$ cat config.mk
export PLATFORM = sky130hd
export DESIGN_NAME = pipe_stage_reg
export DESIGN_NICKNAME = d
export VERILOG_FILES = /design/src/rtl/pipe_stage_reg.sv
export SDC_FILE = /design/constraint.sdc
export NUM_CORES = 1
export LEC_CHECK = 0
export BUFFER_PORTS_ARGS = -buffer_cell sky130_fd_sc_hd__buf_4
export CAP_MARGIN = 15
export CORE_ASPECT_RATIO = 0.9
export CORE_MARGIN = 2
export CORE_UTILIZATION = 30
export DETAILED_ROUTE_END_ITERATION = 10
export MAX_ROUTING_LAYER = met4
export SYNTH_ARGS = -nofsm -noshare
export SYNTH_HDL_FRONTEND = slang
export SYNTH_SLANG_ARGS = --single-unit
$ cat constraint.sdc
create_clock -name clk -period 3.5 [get_ports clk]
set_clock_uncertainty 0.15 [all_clocks]
set_input_delay 0.175 -clock clk [delete_from_list [all_inputs] [get_ports clk]]
set_output_delay 0.175 -clock clk [all_outputs]
set_load 0.01 [all_outputs]
$ cat src/rtl/pipe_stage_reg.sv
// pipe_stage_reg: valid/ready pipeline register, 2-entry skid buffer (SKID=1) or 1-entry stage (SKID=0).
module pipe_stage_reg #(
    parameter int               WIDTH     = 32,
    parameter int               SKID      = 1,
    parameter logic [WIDTH-1:0] RESET_VAL = '0
) (
    input  logic             clk,
    input  logic             rst,
    input  logic             flush,
    input  logic             in_valid,
    output logic             in_ready,
    input  logic [WIDTH-1:0] in_data,
    output logic             out_valid,
    input  logic             out_ready,
    output logic [WIDTH-1:0] out_data,
    output logic [1:0]       count
);

    typedef enum logic [1:0] {EMPTY = 2'd0, ONE = 2'd1, FULL = 2'd2} state_t;

    logic push;
    logic pop;

    assign push = in_valid && in_ready;
    assign pop  = out_valid && out_ready;

    generate
        if (SKID != 0) begin : g_skid
            state_t           state;
            state_t           state_next;
            logic [WIDTH-1:0] head;
            logic [WIDTH-1:0] skid;
            logic             ready_q;

            always_comb begin
                state_next = state;
                case (state)
                    EMPTY:   state_next = push ? ONE : EMPTY;
                    ONE:     state_next = (push && !pop) ? FULL : (pop && !push) ? EMPTY : ONE;
                    FULL:    state_next = pop ? ONE : FULL;
                    default: state_next = EMPTY;
                endcase
                if (flush)
                    state_next = EMPTY;
            end

            // ready is the registered image of "not full after this edge"
            always_ff @(posedge clk) begin
                if (!rst) begin
                    state   <= EMPTY;
                    head    <= RESET_VAL;
                    skid    <= '0;
                    ready_q <= 1'b0;
                end else begin
                    state   <= state_next;
                    ready_q <= (state_next != FULL);
                    if (!flush) begin
                        if (state == FULL && pop)
                            head <= skid;
                        else if (push && (state == EMPTY || pop))
                            head <= in_data;
                        if (push && state == ONE && !pop)
                            skid <= in_data;
                    end
                end
            end

            assign in_ready  = ready_q;
            assign out_valid = (state != EMPTY);
            assign out_data  = head;
            assign count     = state;
        end else begin : g_pass
            logic             valid_q;
            logic             alive;
            logic [WIDTH-1:0] data_q;

            always_ff @(posedge clk) begin
                if (!rst) begin
                    valid_q <= 1'b0;
                    alive   <= 1'b0;
                    data_q  <= RESET_VAL;
                end else begin
                    alive <= 1'b1;
                    if (flush)
                        valid_q <= 1'b0;
                    else if (push) begin
                        valid_q <= 1'b1;
                        data_q  <= in_data;
                    end else if (pop)
                        valid_q <= 1'b0;
                end
            end

            // alive holds ready low through reset and until the first edge out of it
            assign in_ready  = alive && (!valid_q || out_ready);
            assign out_valid = valid_q;
            assign out_data  = data_q;
            assign count     = {1'b0, valid_q};
        end
    endgenerate

endmodule
==> impl_metrics.tcl <==
set metrics [dict create \
    status "complete, no violations" \
    p_sw_share_pct 23.7 \
    syn_nets 362 \
    maxSlewHeadroom_pct 32.4 \
    cts_buffer_depth 2 \
    drv_cap 0 \
    top_layer "met4" \
    hold_violations 0 \
    insertedDiodeCount 0 \
    antenna_found_initial 0 \
    cts_setup_buffers 0 \
    grt_max_degree 66 \
    critPathLaunchType "flop" \
    wl_per_cell_um 15.9 \
    comb_power_share_pct 12.9 \
    drc 0 \
    slowest_stage "and4bb_2" \
    crit_type "flop to flop" \
    path_cells "and4bb_2 -> a211o_4 -> a211oi_1" \
    setup-violations-final 0 \
    finalCritPeriodShare_pct 61.8 \
    clock_latency_ns 0.32 \
    ant_nets 0 \
    clkPwrFrac_pct 43.8 \
    h-tree-depth 3 \
    p_switching_mw 0.444 \
    seq_power_share_pct 43.2 \
    coreArea_um2 10100 \
    cp_max_fo 33 \
    yosysUniqueCellTypes 25 \
    synth_area_um2 3090 \
    p_leak_nw 1.76 \
    grt_pass1_wl_um 14000 \
    final_max_slew_viol_count 0 \
    rows 35 \
    hold_path_class "input port to flop" \
    fin_nets 444 \
    setup_tns_ns 0 \
    die_area_um2 11100 \
    internal_power_mw 1.43 \
    wl_um 8580 \
    grt_pass1_vias 2775 \
    met3_length_um 570 \
    utilization_pct 41.8 \
    cts_tree "done" \
    r2r_cells 3 \
    synth.avg_cell_area_um2 9.52 \
    period_needed_ns 2.16 \
    cpPeakStageDelay_ns 0.72 \
    layout_common_cells "buf_4, dfxtp_1, a21oi_1" \
    chipWidth_um 111 \
    seq_area_frac_synth_pct 43.5 \
    r2r_slack_ns 1.34 \
    met1_length_um 3800 \
    synthesis.instances 324 \
    min_path_cells 3 \
    viasPerCell 5.27 \
    gp_congestion 0.714 \
    die_h_um 100 \
    hold_end "count[1]" \
    cts_num_sinks 67 \
    dr.pass1.iters 4 \
    wl_met2_um 4170 \
    start_util_pct 30.5 \
    hp-start "out_ready" \
    reg2reg_from "count[1]" \
    drive_above_1_share_pct 24.1 \
    tightest_slew_ns 1.01 \
    cts_root_buffer "clkbuf_16" \
    ys_ff_latch 67 \
    dr.first_iter.drc_count 136 \
    grt_overflow 0 \
    dp_hpwl_um 5190 \
    fmax_mhz 463 \
    fin_total_pwr_mw 1.88 \
    final_common_cell "buf_4" \
    crit_required_ns 3.52 \
    clkSlewWorstSetupHoldPaths_ns 0.05 \
    syn2layout_area_growth_pct 37.1 \
    io_buffers 72 \
    vdd_drop_max_mv 0.215 \
    whs_ns 0.0843 \
    track_usage_pct 16.0 \
    synth-warning-count 0 \
    cts.repair.resized 0 \
    reg2reg_to "out_data[17]" \
    p_per_area_nw_per_um2 443 \
    rsz0062_at_grt "no" \
    numCtsBuffers 9 \
    critPathCaptureType "flop" \
    vias 2848 \
    cp_data_arrival_time_ns 2.19 \
    ios 73 \
]
critical path, delay by kind of cell, from the launching register on:
kind | cells | cell delay (ns)
compound gates | 2 | 0.58
flops | 1 | 0.55
simple gates | 1 | 0.72
stage by stage:
step / setup slack [ns] / cells / instance area, um2
finish: 1.34 / 540 / 4230
global route: 1.25 / 540 / 4230
CTS: 1.31 / 539 / 4210
detailed placement: 1.35 / 490 / 3610
global placement: 1.38 / 490 / 3610
floorplan: 1.75 / 324 / 3090
how the worst max path moves through the flow:
stage | start | to | slack (ns) | depth (start not counted)
5_1_grt | count[1] | out_data[17] | 1.25 | 3
3_3_place_gp | count[1] | out_data[21] | 1.38 | 3
3_5_place_dp | count[1] | out_data[28] | 1.35 | 3
4_1_cts | count[1] | out_data[17] | 1.31 | 3
6_report | count[1] | out_data[17] | 1.34 | 3
2_1_floorplan | in_ready | in_ready | 1.75 | 6
what timing repair did:
item,in CTS,in global routing
hold buffers,33,0
endpoints found under the setup margin,0,0
endpoints found under the hold margin,34,0
routing by layer:
layer  vias to the layer above  GRT usage [%]
met5                         -              -
met4                         0           3.94
met3                         4           4.59
met2                       101           26.7
met1                      1325           19.4
li1                       1418              -
cells in the mapped netlist (all sizes together):
| library cell | n | area, um2 |
|---|---|---|
| dfxtp | 67 | 1340 |
| nor4b | 1 | 15.0 |
| ha | 1 | 12.5 |
| and4bb | 2 | 28.8 |
| o21ai | 33 | 165 |
| buf | 22 | 159 |
| a211o | 1 | 17.5 |
| or2 | 1 | 6.26 |
| a21oi | 35 | 175 |
| nand2 | 4 | 15.0 |
| or4b | 1 | 13.8 |
| mux2i | 32 | 320 |
| a2111oi | 32 | 280 |
| a211oi | 32 | 240 |
| a21o | 1 | 7.51 |
| or3b | 1 | 8.76 |
| clkbuf | 18 | 67.6 |
| inv | 3 | 11.3 |
| and4b | 1 | 10.0 |
| nand3 | 32 | 160 |
| nand3b | 4 | 30.0 |
sequential cells by signal, summed over array words and instances, names as in the netlist:
signal / cells
g_skid.skid: 32
out_data: 32
count: 2
in_ready: 1
layout make-up:
class / instances / area [um2]
Inverter: 3 / 11.3
Tap cell: 129 / 161
Fill cell: 1025 / 5880
Multi-Input combinational cell: 214 / 1520
Clock buffer: 14 / 264
Sequential cell: 67 / 1340
Timing Repair Buffer: 111 / 928
Clock inverter: 2 / 10.0
cells by family after synthesis:
kind of cell    synth area share [%]
compound gates                  28.7
mux                             10.4
fa+ha+maj                      0.405
simple gates                    9.33
buf+inv                         7.70
flops                           43.5
power by group through the flow:
stage | sequential [mW] | clock [mW] | combinational, mW
6_report | 0.811 | 0.822 | 0.242
5_1_grt | 0.814 | 0.869 | 0.265
4_1_cts | 0.811 | 0.839 | 0.242
3_5_place_dp | 0.827 | 0 | 0.212
3_3_place_gp | 0.828 | 0 | 0.209
2_1_floorplan | 0.834 | 0 | 0.0989
No activity file was read; power rests on OpenSTA's default activity.
